<file path="src/rtl/data_mem_arbiter_if.sv">
// Bundle of both cores' data-memory ports, the shared memory port and busy.
// "slave" is the arbiter's view; "master" is the cores-plus-memory side.
interface data_mem_arbiter_if #(
  parameter int unsigned W_DATA = 32,
  parameter int unsigned W_ADDR = 32
);
  logic              c0_req;
  logic              c0_we;
  logic [W_ADDR-1:0] c0_addr;
  logic [W_DATA-1:0] c0_wdata;
  logic [W_DATA-1:0] c0_rdata;
  logic              c0_ready;
  logic              c1_req;
  logic              c1_we;
  logic [W_ADDR-1:0] c1_addr;
  logic [W_DATA-1:0] c1_wdata;
  logic [W_DATA-1:0] c1_rdata;
  logic              c1_ready;
  logic              mem_en;
  logic              mem_we;
  logic [W_ADDR-1:0] mem_addr;
  logic [W_DATA-1:0] mem_wdata;
  logic [W_DATA-1:0] mem_rdata;
  logic              busy;

  modport slave (
    input  c0_req, c0_we, c0_addr, c0_wdata,
    output c0_rdata, c0_ready,
    input  c1_req, c1_we, c1_addr, c1_wdata,
    output c1_rdata, c1_ready,
    output mem_en, mem_we, mem_addr, mem_wdata,
    input  mem_rdata,
    output busy
  );

  modport master (
    output c0_req, c0_we, c0_addr, c0_wdata,
    input  c0_rdata, c0_ready,
    output c1_req, c1_we, c1_addr, c1_wdata,
    input  c1_rdata, c1_ready,
    input  mem_en, mem_we, mem_addr, mem_wdata,
    output mem_rdata,
    input  busy
  );
endinterface

</file>
<file path="src/rtl/data_mem_arbiter.sv">
// Two-core arbiter serialising load/store requests onto one synchronous data memory.
// Define DATA_ARB_ROUND_ROBIN_EN for round-robin tie-breaking; otherwise core 0 has fixed priority.
module data_mem_arbiter #(
  parameter int unsigned W_DATA  = 32,
  parameter int unsigned W_ADDR  = 32,
  parameter int unsigned MEM_LAT = 1
) (
  input  logic              clk,
  input  logic              rst,
  data_mem_arbiter_if.slave bus
);
  localparam logic [1:0] ST_IDLE  = 2'd0;
  localparam logic [1:0] ST_ISSUE = 2'd1;
  localparam logic [1:0] ST_WAIT  = 2'd2;
  localparam logic [2:0] LAT_INIT = 3'(MEM_LAT);

  logic [1:0]        state_r;
  logic [2:0]        cnt_r;
  logic              owner_r;
  logic              last_owner_r;
  logic              busy_r;
  logic              mem_en_r;
  logic              mem_we_r;
  logic [W_ADDR-1:0] mem_addr_r;
  logic [W_DATA-1:0] mem_wdata_r;
  logic [W_DATA-1:0] c0_rdata_r;
  logic [W_DATA-1:0] c1_rdata_r;
  logic              c0_ready_r;
  logic              c1_ready_r;

  logic              any_req_s;
  logic              grant_s;
  logic              grant_we_s;
  logic [W_ADDR-1:0] grant_addr_s;
  logic [W_DATA-1:0] grant_wdata_s;

`ifndef DATA_ARB_ROUND_ROBIN_EN
  logic last_owner_unused_s;
  assign last_owner_unused_s = last_owner_r;
`endif

  // Owner selection and the command fields latched at grant
  always_comb begin
    any_req_s = bus.c0_req | bus.c1_req;
`ifdef DATA_ARB_ROUND_ROBIN_EN
    if (bus.c0_req && bus.c1_req) begin
      grant_s = ~last_owner_r;
    end else begin
      grant_s = bus.c1_req;
    end
`else
    grant_s = ~bus.c0_req;
`endif
    if (grant_s) begin
      grant_we_s    = bus.c1_we;
      grant_addr_s  = bus.c1_addr;
      grant_wdata_s = bus.c1_wdata;
    end else begin
      grant_we_s    = bus.c0_we;
      grant_addr_s  = bus.c0_addr;
      grant_wdata_s = bus.c0_wdata;
    end
  end

  // Transaction FSM, memory port registers and per-core completion outputs
  always_ff @(posedge clk or posedge rst) begin
    if (rst) begin
      state_r      <= ST_IDLE;
      cnt_r        <= 3'd0;
      owner_r      <= 1'b0;
      last_owner_r <= 1'b1;
      busy_r       <= 1'b0;
      mem_en_r     <= 1'b0;
      mem_we_r     <= 1'b0;
      mem_addr_r   <= '0;
      mem_wdata_r  <= '0;
      c0_rdata_r   <= '0;
      c1_rdata_r   <= '0;
      c0_ready_r   <= 1'b0;
      c1_ready_r   <= 1'b0;
    end else begin
      c0_ready_r <= 1'b0;
      c1_ready_r <= 1'b0;
      case (state_r)
        ST_IDLE: begin
          if (any_req_s) begin
            owner_r     <= grant_s;
            mem_en_r    <= 1'b1;
            mem_we_r    <= grant_we_s;
            mem_addr_r  <= grant_addr_s;
            mem_wdata_r <= grant_wdata_s;
            busy_r      <= 1'b1;
            state_r     <= ST_ISSUE;
          end
        end
        ST_ISSUE: begin
          mem_en_r <= 1'b0;
          cnt_r    <= LAT_INIT;
          state_r  <= ST_WAIT;
        end
        ST_WAIT: begin
          cnt_r <= cnt_r - 3'd1;
          // Count 1 is the cycle mem_rdata is valid for this access
          if (cnt_r == 3'd1) begin
            if (!mem_we_r) begin
              if (owner_r) begin
                c1_rdata_r <= bus.mem_rdata;
              end else begin
                c0_rdata_r <= bus.mem_rdata;
              end
            end
            if (owner_r) begin
              c1_ready_r <= 1'b1;
            end else begin
              c0_ready_r <= 1'b1;
            end
            last_owner_r <= owner_r;
            busy_r       <= 1'b0;
            state_r      <= ST_IDLE;
          end
        end
        default: begin
          state_r  <= ST_IDLE;
          cnt_r    <= 3'd0;
          mem_en_r <= 1'b0;
          busy_r   <= 1'b0;
        end
      endcase
    end
  end

  assign bus.mem_en    = mem_en_r;
  assign bus.mem_we    = mem_we_r;
  assign bus.mem_addr  = mem_addr_r;
  assign bus.mem_wdata = mem_wdata_r;
  assign bus.c0_rdata  = c0_rdata_r;
  assign bus.c1_rdata  = c1_rdata_r;
  assign bus.c0_ready  = c0_ready_r;
  assign bus.c1_ready  = c1_ready_r;
  assign bus.busy      = busy_r;
endmodule

</file>
<file path="src/flat_wrapper.sv">
// flat-port wrapper written by rule: the top's interface ports become plain ports
module data_mem_arbiter_flat 
#(
  parameter int unsigned W_DATA  = 32,
  parameter int unsigned W_ADDR  = 32,
  parameter int unsigned MEM_LAT = 1
)
  (clk, rst, bus_c0_req, bus_c0_we, bus_c0_addr, bus_c0_wdata, bus_c0_rdata, bus_c0_ready, bus_c1_req, bus_c1_we, bus_c1_addr, bus_c1_wdata, bus_c1_rdata, bus_c1_ready, bus_mem_en, bus_mem_we, bus_mem_addr, bus_mem_wdata, bus_mem_rdata, bus_busy);
  data_mem_arbiter_if #(.W_DATA(W_DATA), .W_ADDR(W_ADDR)) bus_i ();
  input  logic clk;
  input  logic rst;
  input wire logic [$bits(bus_i.c0_req)-1:0] bus_c0_req;
  input wire logic [$bits(bus_i.c0_we)-1:0] bus_c0_we;
  input wire logic [$bits(bus_i.c0_addr)-1:0] bus_c0_addr;
  input wire logic [$bits(bus_i.c0_wdata)-1:0] bus_c0_wdata;
  output wire logic [$bits(bus_i.c0_rdata)-1:0] bus_c0_rdata;
  output wire logic [$bits(bus_i.c0_ready)-1:0] bus_c0_ready;
  input wire logic [$bits(bus_i.c1_req)-1:0] bus_c1_req;
  input wire logic [$bits(bus_i.c1_we)-1:0] bus_c1_we;
  input wire logic [$bits(bus_i.c1_addr)-1:0] bus_c1_addr;
  input wire logic [$bits(bus_i.c1_wdata)-1:0] bus_c1_wdata;
  output wire logic [$bits(bus_i.c1_rdata)-1:0] bus_c1_rdata;
  output wire logic [$bits(bus_i.c1_ready)-1:0] bus_c1_ready;
  output wire logic [$bits(bus_i.mem_en)-1:0] bus_mem_en;
  output wire logic [$bits(bus_i.mem_we)-1:0] bus_mem_we;
  output wire logic [$bits(bus_i.mem_addr)-1:0] bus_mem_addr;
  output wire logic [$bits(bus_i.mem_wdata)-1:0] bus_mem_wdata;
  input wire logic [$bits(bus_i.mem_rdata)-1:0] bus_mem_rdata;
  output wire logic [$bits(bus_i.busy)-1:0] bus_busy;
  assign bus_i.c0_req = bus_c0_req;
  assign bus_i.c0_we = bus_c0_we;
  assign bus_i.c0_addr = bus_c0_addr;
  assign bus_i.c0_wdata = bus_c0_wdata;
  assign bus_c0_rdata = bus_i.c0_rdata;
  assign bus_c0_ready = bus_i.c0_ready;
  assign bus_i.c1_req = bus_c1_req;
  assign bus_i.c1_we = bus_c1_we;
  assign bus_i.c1_addr = bus_c1_addr;
  assign bus_i.c1_wdata = bus_c1_wdata;
  assign bus_c1_rdata = bus_i.c1_rdata;
  assign bus_c1_ready = bus_i.c1_ready;
  assign bus_mem_en = bus_i.mem_en;
  assign bus_mem_we = bus_i.mem_we;
  assign bus_mem_addr = bus_i.mem_addr;
  assign bus_mem_wdata = bus_i.mem_wdata;
  assign bus_i.mem_rdata = bus_mem_rdata;
  assign bus_busy = bus_i.busy;
  data_mem_arbiter #(.W_DATA(W_DATA), .W_ADDR(W_ADDR), .MEM_LAT(MEM_LAT)) u_core (.clk(clk), .rst(rst), .bus(bus_i));
endmodule
</file>
<file path="config.mk">
export PLATFORM = sky130hd
export DESIGN_NAME = data_mem_arbiter_flat
export DESIGN_NICKNAME = d
export VERILOG_FILES = /design/src/rtl/data_mem_arbiter_if.sv /design/src/rtl/data_mem_arbiter.sv /design/src/flat_wrapper.sv
export SDC_FILE = /design/constraint.sdc
export NUM_CORES = 1
export LEC_CHECK = 0
export BUFFER_PORTS_ARGS = -buffer_cell sky130_fd_sc_hd__buf_2
export CAP_MARGIN = 40
export CORE_AREA = 2 2 117 119
export DETAILED_ROUTE_END_ITERATION = 10
export DIE_AREA = 0 0 119 121
export PLACE_DENSITY = 0.79
export SYNTH_ARGS = -nofsm -noshare
export SYNTH_HDL_FRONTEND = slang
export SYNTH_SLANG_ARGS = --single-unit
</file>
<file path="constraint.sdc">
create_clock -name clk -period 6.2 [get_ports clk]
set_input_delay 1.24 -clock clk [delete_from_list [all_inputs] [get_ports clk]]
set_output_delay 1.24 -clock clk [all_outputs]
set_load 0.02 [all_outputs]
</file>
---- After elaboration in Yosys (flattened, before gate mapping) ----
Cells that the tools add are included.
storage, ports and cells
  flip-flop bits (word level) ............. 139
  bits of input ports ..................... 166
  output and inout port bits .............. 133
  logic and storage cells ................. 48
operators by class
  $add $sub $neg .......................... 1
  equal/unequal tests ..................... 5
  muxes and demuxes ....................... 17
  bitwise operators ....................... 6
  reduce and logical (&&, ||, !) cells .... 7
operators with widths
  cell                 number
  $mux 32              2
  $mux 1               9
  $pmux 3 s3           1
  $reduce_and 4->1     2
  $pmux 2 s3           1
  $reduce_and 2->1     3
  $not 1->1            5
  $mux 2               2
  $ne 2x1->1 const B   2
  $eq 3x1->1 const B   1
  $pmux 1 s3           1
  $reduce_and 3->1     1
  $sub 3x1->3 const B  1
  $eq 2x1->1 const B   1
  $eq 2x2->1 const B   1
  $logic_not 2->1      1
  $pmux 1 s2           1
  $or 1x1->1           1

---- Longest topological paths before layout ----
Gate-level depths: netlist of the first run.
  word-level depth ........................ 3
  depth in mapped cells ................... 8
  depth with buffers taken out ............ 5

---- Worst setup path after synthesis of the first run ----
Ideal clock, no wire load.
  path type ............................... input port to flip-flop
  start ................................... input port bus_c0_req
  end ..................................... register u_core.mem_addr_r[22] (netlist: u_core.bus.mem_addr[22])
  library setup time ...................... 0.128 ns
  arrival time ............................ 2.094 ns
  required time ........................... 6.072 ns
  slack ................................... 3.978 ns
  stages .................................. 5
  buffers on the path ..................... 3
  path through ............................ buf_2 o21ai_1 buf_2 buf_2 o21ai_0
on the way
  longest elaborated chain between the ends .. 2
  elaborated cells on any way between the ends .. 3
  those cells by class .................... mux (1); bitwise (1); reduce/logical (1)
ends and longest elaborated chain
  element                     RTL line                source
  start, declared             flat_wrapper.sv:12      input wire logic [$bits(bus_i.c0_req)-1:0] bus_c0_req;
  $or 1x1->1                  data_mem_arbiter.sv:44  any_req_s = bus.c0_req | bus.c1_req;
  $reduce_and 2->1 (no line)  --
  end signal, assigned        data_mem_arbiter.sv:90  mem_addr_r <= grant_addr_s;
  end, declared               data_mem_arbiter.sv:24  logic [W_ADDR-1:0] mem_addr_r;
Several ways; a longest one is shown, not always the timed one.
A chain may end at the register's enable or synchronous reset.

---- Final worst setup path of the first run ----
  start ................................... input port bus_c0_req
  end ..................................... register u_core.mem_wdata_r[24] (netlist: u_core.bus.mem_wdata[24])
on the way
  longest elaborated chain between the ends .. 2
  elaborated cells on any way between the ends .. 3
  those cells by class .................... mux (1); bitwise (1); reduce/logical (1)
ends and longest elaborated chain
  element                     RTL line                source
  $or 1x1->1                  data_mem_arbiter.sv:44
  $reduce_and 2->1 (no line)  --
  end signal, assigned        data_mem_arbiter.sv:91  mem_wdata_r <= grant_wdata_s;
  end, declared               data_mem_arbiter.sv:25  logic [W_DATA-1:0] mem_wdata_r;
Several ways; a longest one is shown, not always the timed one.

==> results of run 1 <==
==> sequential cells by signal (all words and copies together) (netlist names) <==
register              cells
u_core.bus.c0_rdata      32
u_core.bus.c1_rdata      32
u_core.bus.mem_addr      32
u_core.bus.mem_wdata     32
u_core.cnt_r              3
u_core.state_r            2
u_core.bus.busy           1
u_core.bus.c0_ready       1
u_core.bus.c1_ready       1
u_core.bus.mem_en         1
u_core.bus.mem_we         1
u_core.owner_r            1
==> routing by layer <==
metal,wire (microns),share of wire (%),vias up
met3,1100,7.0,36
met5,23,0.15,-
met2,7950,51,223
li1,-,-,2216
met1,6050,39,2241
met4,463,3.0,4
==> worst min-delay path: cells and delay by family (launching register included) <==
family / cells / cell delay [ps]
DFF: 1 / 340
AOI/OAI and AO/OA: 1 / 60
and+or+nand+nor: 1 / 40
==> final timing paths <==
kind                                        start                       end  slack (ps)
max                                    bus_c0_req  u_core.bus.mem_wdata[24]        3810
min                        u_core.bus.mem_addr[0]    u_core.bus.mem_addr[0]         470
max reg2reg                     u_core.state_r[0]  u_core.bus.mem_wdata[24]        4020
min reg2reg                u_core.bus.mem_addr[0]    u_core.bus.mem_addr[0]         470
max in group asynchronous                     rst    u_core.bus.c1_rdata[8]        4010
min in group asynchronous                     rst       u_core.bus.c0_ready         920
==> where the power goes <==
group / internal [W] / switching [W]
logic: 0.000648 / 0.00109
clock network: 0.000681 / 0.000373
registers: 0.00134 / 0.000237
total: 0.00267 / 0.00170
==> Yosys cell counts, types with 2 or more instances <==
cell | instances | area (sq um)
a21oi_1 | 2 | 10.0
buf_2 | 16 | 80.1
buf_4 | 4 | 30.0
buf_6 | 3 | 33.8
clkbuf_1 | 5 | 18.8
dfrtp_1 | 139 | 3480
ha_1 | 6 | 75.1
inv_1 | 5 | 18.8
mux2_2 | 62 | 698
mux2_4 | 3 | 45.0
mux2i_1 | 65 | 651
nand2_1 | 70 | 263
nand2b_1 | 2 | 12.5
nor2_1 | 2 | 7.51
nor2b_1 | 2 | 12.5
o21ai_0 | 69 | 345
o22a_1 | 2 | 17.5
==> stage by stage <==
stage               power (W)  utilization, %  hold WS, ps
global route          0.00462            62.4          505
global placement      0.00325            57.2          459
detailed placement    0.00335            57.7          465
floorplan             0.00266               -          450
CTS                   0.00441            62.4          477
finish                0.00437            62.4          473
==> cell families after synthesis <==
logic type | after synthesis
buffers and inverters | 35
AO/OA/AOI/OAI | 77
adder cells (fa/ha/maj) | 6
multiplexers | 130
flip-flops | 139
AND/OR/NAND/NOR | 82
==> cell type report <==
type                    instances  share of cell area [%]
multi-input cells             295                    27.4
clock buffers                  20                    5.47
flip-flops and latches        139                    42.6
well taps                     176                    2.69
clock inverters                12                    2.08
repair buffers                305                    19.5
inverters                       5                   0.291
==> summary.md, run 1 <==
| Metric | Value |
|---|---|
| CORE AREA | `0.0131 sq mm` |
| Design Area, Final | `0.00817 sq mm` |
| Hold buffers post-CTS | `0` |
| Relative slew slack | `47.9%` |
| Asr flop ratio synth | `100%` |
| Global Route met1 Usage | `24.6%` |
| Global-route wire length before repair | `24300 microns` |
| Post-placement cell area | `0.00755 sq mm` |
| Clock Skew | `7.00 ps` |
| FF/Latch Area | `0.00348 sq mm` |
| Initial Util | `45.1%` |
| Die width | `119 microns` |
| Multi-input logic area | `0.00224 sq mm` |
| Setup slack after layout | `3810 ps` |
| Crit share post-route | `38.5%` |
| Routing usage on met2 | `39.1%` |
| DRC Markers | `0` |
| Static leakage | `4.35 nW` |
| Mapped Cells | `469` |
| Sink Count | `139` |
| Critical-path top delay cell | `buf_4` |
| Synth Area in Adders | `1.27%` |
| I/O Pins | `299` |
| Final Max Slew Viols | `0` |
| Later-pin clock latency in the skew report | `410 ps` |
| Maximum clock path buffer count | `2` |
| Compound-Gate Fraction of Synth Area | `6.83%` |
| Initial antenna violation count | `2` |
| Synth warn | `0` |
| CP Depth | `5` |
| Row count | `42` |
| DR WL/cell | `16.4 microns` |
| GRT Util Overall | `22.0%` |
| Crit path max fanout | `90` |
| Crit-path cells | `buf_4, o21ai_4, buf_12, buf_4, o21ai_0` |
| Status | `completed` |
| Flop and latch count out of synthesis | `139` |
| Final WL | `15600 microns` |
| Syn Std Cell Area | `0.00590 sq mm` |
| Max-Cap Viols | `0` |
| Cell family with most CP delay | `buffers and inverters` |
| Grt met3 use | `6.11%` |
| Top FF cell, synth | `dfrtp_1` |
| Worst path max stage delay | `620 ps` |
| Post CTS Setup Buffer Count | `0` |
| Final std cells w/o fill | `952` |
| Hold Vio Cnt, Final | `0` |
| Busiest grt layer | `met2` |
| Max H-tree Level | `4` |
| Port-buffer cells | `298` |
| Hold Path Stages | `2` |
| Syn Area/Cell | `12.6 sq um` |
| DRT Pass-1 Iters | `4` |
| Cell mode on critical path | `buf_4` |
| Final Critical Period | `2390 ps` |
| Startpoint Class | `input port` |
| Vias | `4720` |
| # fillers | `1049` |
| Commonest non-fill, non-tap cell in the layout | `buf_2` |
| WS Path Type | `in2reg` |
| P per Cell Area | `535 mW/mm^2` |
| CP bufs+invs | `3` |
| Vias in the first global route | `4738` |
| Worst EP arrival | `2640 ps` |
| Sequential fraction of the synthesis area | `58.9%` |
| Area Overhead vs Synth | `38.5%` |
| Synth Area in Simple Gates | `5.94%` |
| Share of cells above drive strength 1 | `51.9%` |
| Die Y | `121 microns` |
| Die area | `0.0144 sq mm` |
| Hpwl dp | `11900 microns` |
| Worst-path clk slew | `50 ps` |
| DR iter-0 viols | `221` |
| Drt via density | `4.96` |
| Largest family of logic cells by synthesized area | `multiplexers` |
| DRT antenna net count | `0` |
| RSZ-0062 raised after global routing | `no` |
| Hold Crit Class | `reg2reg` |
| CTS resizes | `0` |
| Synthesized net count | `641` |
| Number of synthesized flops with an enable pin | `0` |
| Netlist cell types | `29` |
| Maximum clock rate | `419 MHz` |
| WP data required | `6450 ps` |
| Clock root buffer master | `clkbuf_16` |
| Gr ovfl total | `0` |
| Antenna diode count | `0` |
| Placed Instances | `920` |
| Setup WS pre-CTS | `3400 ps` |
| Nets | `935` |
| Peak supply drop | `0.223 mV` |
| Critical path capture point type | `register` |
| Worst slew pin tran | `782 ps` |
| Most frequent cells in the layout | `buf_2 (297), dfrtp_1 (139), nand2_1 (70)` |
| Xor/xnor share of the synthesized area | `0%` |
| Routability congestion estimate | `0.832` |
| Final setup TNS | `0 ps` |
| Count of final setup violators | `0` |
| Largest net degree at the start of global routing | `91` |
| Num CTS Buffers | `17` |
| CTS tree | `built` |
| R2R depth | `6` |
| Mux share of post-synthesis cell area | `23.6%` |
(Power assumes the default switching activity.)
==> run 2: changes to the inputs <==
clock period = 2.4 ns   (was 6.2 ns; I/O delays follow)
==> summary.md, run 2 (synthesis gave the netlist of run 1 again) <==
| Metric | Value |
|---|---|
| DRC Markers | `0` |
| Worst EP arrival | `2260 ps` |
| Reg2reg setup slack | `440 ps` |
| Worst slew pin tran | `607 ps` |
| CTS tree | `built` |
| CORE AREA | `0.0131 sq mm` |
| # fillers | `1013` |
| Initial antenna violation count | `0` |
| Die area | `0.0144 sq mm` |
| Routability congestion estimate | `0.833` |
| Area Overhead vs Synth | `39.1%` |
| Share of cells above drive strength 1 | `51.9%` |
| Clock root buffer master | `clkbuf_16` |
| Die Y | `121 microns` |
| Startpoint Class | `register` |
| Max-Cap Viols | `0` |
| Hold Vio Cnt, Final | `0` |
| DR iter-0 viols | `217` |
| CTS resizes | `0` |
| Final WL | `15700 microns` |
| DRT Pass-1 Iters | `5` |
| Relative slew slack | `59.5%` |
| Design Area, Final | `0.00821 sq mm` |
| Peak supply drop | `0.564 mV` |
| Most frequent cells in the layout | `buf_2 (297), dfrtp_1 (139), nand2_1 (70)` |
| Vias | `4691` |
| WP data required | `2700 ps` |
| Port-buffer cells | `298` |
| Hold buffers post-CTS | `0` |
| Final Max Slew Viols | `0` |
| Final Critical Period | `1960 ps` |
| Final core occ | `62.7%` |
| Largest net degree at the start of global routing | `70` |
| Static leakage | `4.36 nW` |
| P per Cell Area | `1390 mW/mm^2` |
| Crit path max fanout | `32` |
| Gr ovfl total | `0` |
| Max H-tree Level | `4` |
| Final setup TNS | `0 ps` |
| Nets | `937` |
| DR WL/cell | `16.5 microns` |
| Final Hold Slack | `131 ps` |
| Row count | `42` |
| Post CTS Setup Buffer Count | `0` |
| Hpwl dp | `12200 microns` |
| Hold Crit Class | `in2async` |
| Vias in the first global route | `4764` |
| Worst-path clk slew | `60 ps` |
| Worst flop-to-flop path endpoint | `u_core.bus.c1_rdata[3]` |
| Status | `completed` |
| Commonest non-fill, non-tap cell in the layout | `buf_2` |
| R2R depth | `6` |
| Count of final setup violators | `0` |
| GRT Util Overall | `22.1%` |
| Clock Skew | `7.19 ps` |
| Worst r2r src | `u_core.state_r[0]` |
| Post-placement cell area | `0.00758 sq mm` |
| Drt via density | `4.92` |
| Initial Util | `45.1%` |
| I/O Pins | `299` |
| DRT antenna net count | `0` |
| Crit share post-route | `81.9%` |
| Later-pin clock latency in the skew report | `420 ps` |
| Global-route wire length before repair | `24400 microns` |
| Die width | `119 microns` |
| RSZ-0062 raised after global routing | `no` |
| Sink Count | `139` |
| Maximum clock path buffer count | `2` |
| Num CTS Buffers | `17` |
| Antenna diode count | `0` |
| Maximum clock rate | `509 MHz` |
| Critical path capture point type | `register` |
| WS Path Type | `reg2reg` |
==> run 2: cell types whose count changed in the layout (fill, tap and decap cells not counted), sizes merged <==
cell	before	now
buf	305	307
clkinvlp	1	4
clkinv	6	3
clkbuf	20	22
inv	6	4
==> run 2: worst max-delay path: stages, from the launching register on <==
cell and delay, ps:
dfrtp_1 370, inv_1 90, ha_1 270, and4bb_1 240, nand2_1 60, buf_4 380
mux2_2 400
==> run 2: layout make-up <==
| class | instances | area (sq um) | area share [%] |
|---|---|---|---|
| Sequential cell | 139 | 3480 | 42.4 |
| Multi-Input combinational cell | 295 | 2240 | 27.2 |
| Timing Repair Buffer | 307 | 1620 | 19.8 |
| Clock buffer | 22 | 464 | 5.65 |
| Tap cell | 176 | 220 | 2.68 |
| Clock inverter | 10 | 165 | 2.01 |
| Inverter | 5 | 22.5 | 0.274 |
==> run 2: stage by stage <==
step	cells	total power (W)	worst slack [ps]
finish	954	0.0114	436
detailed placement	922	0.00868	462
global route	954	0.0120	348
global placement	922	0.00846	525
floorplan	469	0.00686	185
CTS	954	0.0115	440
==> run 2: how the worst max path moves through the flow <==
stage | start | slack, ps | cells past startpoint | end
2_1_floorplan | rst | 180 | 1 | u_core.bus.busy
3_3_place_gp | u_core.state_r[0] | 520 | 6 | u_core.bus.c1_rdata[6]
3_5_place_dp | u_core.state_r[0] | 460 | 6 | u_core.bus.c1_rdata[3]
4_1_cts | u_core.state_r[0] | 440 | 6 | u_core.bus.c1_rdata[3]
5_1_grt | u_core.state_r[0] | 350 | 6 | u_core.bus.c1_rdata[3]
6_report | u_core.state_r[0] | 440 | 6 | u_core.bus.c1_rdata[3]
==> run 2: where the power goes <==
part           internal, W  total (W)  switching, W
logic              0.00170    0.00453       0.00284
clock network      0.00179    0.00277      0.000978
registers          0.00346    0.00407      0.000611
==> run 2: metal layers <==
layer	vias up	share of wire (%)	track usage, %
met2	230	51	38.0
met1	2214	39	26.1
li1	2221	-	-
met5	-	0	0
met3	26	7.0	5.69
met4	0	2.6	10.3
==> run 3: changes to the inputs <==
ABC_AREA = 1   (was unset)
CORE_AREA = 2 2 125 127   (was 2 2 117 119)
DIE_AREA = 0 0 127 129   (was 0 0 119 121)
PLACE_DENSITY = 0.76   (was 0.79)
clock period = 1.8 ns   (was 2.4 ns; I/O delays follow)
==> summary.md, run 3 <==
| Metric | Value |
|---|---|
| Startpoint Class | `register` |
| Sequential fraction of the synthesis area | `55.8%` |
| CORE AREA | `0.0150 sq mm` |
| Die width | `127 microns` |
| DRC Markers | `0` |
| Hold Crit Class | `in2reg` |
| Static leakage | `4.82 nW` |
| # fillers | `1377` |
| Clk network pwr share | `22.7%` |
| Gr ovfl total | `0` |
| Port-buffer cells | `298` |
| Reg2reg setup slack | `140 ps` |
| Max-Cap Viols | `0` |
| Logic pwr share | `42.1%` |
| Post CTS Setup Buffer Count | `0` |
| Count of final setup violators | `0` |
| Clock Skew | `6.40 ps` |
| Max H-tree Level | `4` |
| Largest net degree at the start of global routing | `132` |
| Cell accounting for the most synthesized area | `dfrtp_1` |
| Final WL | `16600 microns` |
| P_sw | `0.00631 W` |
| Maximum clock path buffer count | `2` |
| Synth warn | `0` |
| Final Power | `0.0153 W` |
| CTS tree | `built` |
| Initial Util | `41.6%` |
| Commonest non-fill, non-tap cell in the layout | `buf_2` |
| Critical-path top delay cell | `dfrtp_1` |
| Synth cell count leaders | `nand2_1 (272), dfrtp_1 (139), inv_1 (106), o211ai_1 (65), o21ai_0 (37)` |
| Most frequent cells in the layout | `buf_2 (297), nand2_1 (272), dfrtp_1 (139)` |
| Worst-path clk slew | `60 ps` |
| Sw Ratio | `41.4%` |
| P per Cell Area | `1800 mW/mm^2` |
| WP data required | `2140 ps` |
| Crit-path cells | `inv_1, ha_1, inv_2, nor2_4, buf_4, o211ai_1, nand2_1` |
| Sink Count | `139` |
| Final Critical Period | `1660 ps` |
| CTS resizes | `0` |
| Syn Area/Cell | `8.68 sq um` |
| Top FF cell, synth | `dfrtp_1` |
| Hpwl dp | `12300 microns` |
| Antenna diode count | `0` |
| Vias in the first global route | `5222` |
| DRT antenna net count | `0` |
| Flop and latch count out of synthesis | `139` |
| Internal Power | `0.00895 W` |
| Crit path max fanout | `22` |
| CP bufs+invs | `3` |
| Cell family with most CP delay | `buffers and inverters` |
| Synth area leaders | `dfrtp_1 (56%), nand2_1 (16%), o211ai_1 (7.8%), inv_1 (6.4%), o21ai_0 (3.0%)` |
| Share of the synthesized area in the top cell type | `55.8%` |
| Peak supply drop | `0.886 mV` |
| Nets | `1178` |
| DR WL/cell | `13.7 microns` |
| Sequential share of power | `35.2%` |
| Crit share post-route | `92.1%` |
| Relative slew slack | `65.1%` |
| Worst path max stage delay | `390 ps` |
| Share of cells above drive strength 1 | `34.7%` |
| Hold buffers post-CTS | `1` |
| Status | `completed` |
| Synthesized net count | `890` |
| Worst EP arrival | `2000 ps` |
| Number of synthesized flops with an enable pin | `0` |
| DR iter-0 viols | `248` |
| I/O Pins | `299` |
| Later-pin clock latency in the skew report | `400 ps` |
| Netlist cell types | `24` |
| Critical path capture point type | `register` |
| Num CTS Buffers | `17` |
| Area Overhead vs Synth | `35.9%` |
| Mapped Cells | `718` |
| Final Max Slew Viols | `0` |
| Vias | `5543` |
| Worst slew pin tran | `524 ps` |
| Asr flop ratio synth | `100%` |
| Most common cell in the netlist | `nand2_1` |
| Syn Std Cell Area | `0.00623 sq mm` |
| Die area | `0.0164 sq mm` |
| Final setup TNS | `0 ps` |
| Routability congestion estimate | `0.808` |
| Drt via density | `4.60` |
| Initial antenna violation count | `0` |
| Hold Vio Cnt, Final | `0` |
| DRT Pass-1 Iters | `5` |
| GRT Util Overall | `20.3%` |
| Maximum clock rate | `603 MHz` |
| Clock root buffer master | `clkbuf_16` |
| Row count | `45` |
| WS Path Type | `reg2reg` |
| Global-route wire length before repair | `26100 microns` |
| RSZ-0062 raised after global routing | `no` |
| Die Y | `129 microns` |
[run 3: cell types whose count changed after synthesis, sizes merged, moves of 10 or more]
| cell | before | now |
|---|---|---|
| nand2 | 70 | 272 |
| mux2 | 65 | 0 |
| o211ai | 0 | 65 |
| mux2i | 65 | 0 |
| buf | 24 | 34 |
| inv | 5 | 109 |
[run 3: power groups by stage]
stage               Sequential (W)  Clock, W  Combinational [W]
detailed placement         0.00536         0            0.00652
global placement           0.00536         0            0.00638
finish                     0.00537   0.00347            0.00643
global route               0.00554   0.00369            0.00710
CTS                        0.00536   0.00356            0.00652
floorplan                  0.00708         0            0.00245
[run 3: per-stage QoR]
step	cell area [sq um]	setup slack [ps]	utilization [%]	std cells	hold slack (ps)
final	8470	142	56.6	1205	182
after global routing	8470	23.0	56.6	1205	176
after CTS	8470	157	56.6	1205	166
after detailed placement	7870	176	52.6	1174	398
after global placement	7870	227	52.6	1174	399
after floorplan	6240	-295	-	718	449
[run 3: cell families after synthesis]
| logic type | Yosys count | synth area share, % |
|---|---|---|
| buffers and inverters | 150 | 11.0 |
| AND/OR/NAND/NOR | 284 | 17.7 |
| flip-flops | 139 | 55.8 |
| adder cells (fa/ha/maj) | 6 | 1.20 |
| AO/OA/AOI/OAI | 139 | 14.3 |
[run 3: worst paths after layout]
path / start / to / depth (start not counted)
min in group asynchronous: rst / u_core.bus.mem_wdata[9] / 3
max in group asynchronous: rst / u_core.bus.mem_we / 4
hold / removal: bus_c1_wdata[7] / u_core.bus.mem_wdata[7] / 3
setup / recovery: u_core.state_r[0] / u_core.bus.mem_wdata[1] / 7
hold reg to reg: u_core.bus.mem_addr[11] / u_core.bus.mem_addr[11] / 2
setup reg to reg: u_core.state_r[0] / u_core.bus.mem_wdata[1] / 7
[run 3: cell type report]
cell class / instances / area, sq um / area share [%]
Clock inverter: 11 / 146 / 1.73
Multi-Input combinational cell: 429 / 2070 / 24.4
Inverter: 109 / 413 / 4.87
Timing Repair Buffer: 310 / 1690 / 19.9
Clock buffer: 19 / 443 / 5.23
Sequential cell: 139 / 3480 / 41.1
Tap cell: 188 / 235 / 2.78
[run 3: worst min-delay path, stage by stage]
cell and delay, ps:
buf_2 70, o211ai_1 70, nand2_1 50
[run 3: per-layer routing]
metal	share of wire (%)	global-route usage (%)	up-vias	routed length [microns]
li1	-	-	2832	-
met1	43	25.8	2464	7150
met2	48	33.9	225	7970
met3	7.1	5.61	22	1170
met4	1.7	6.33	0	282
met5	0	0	-	0
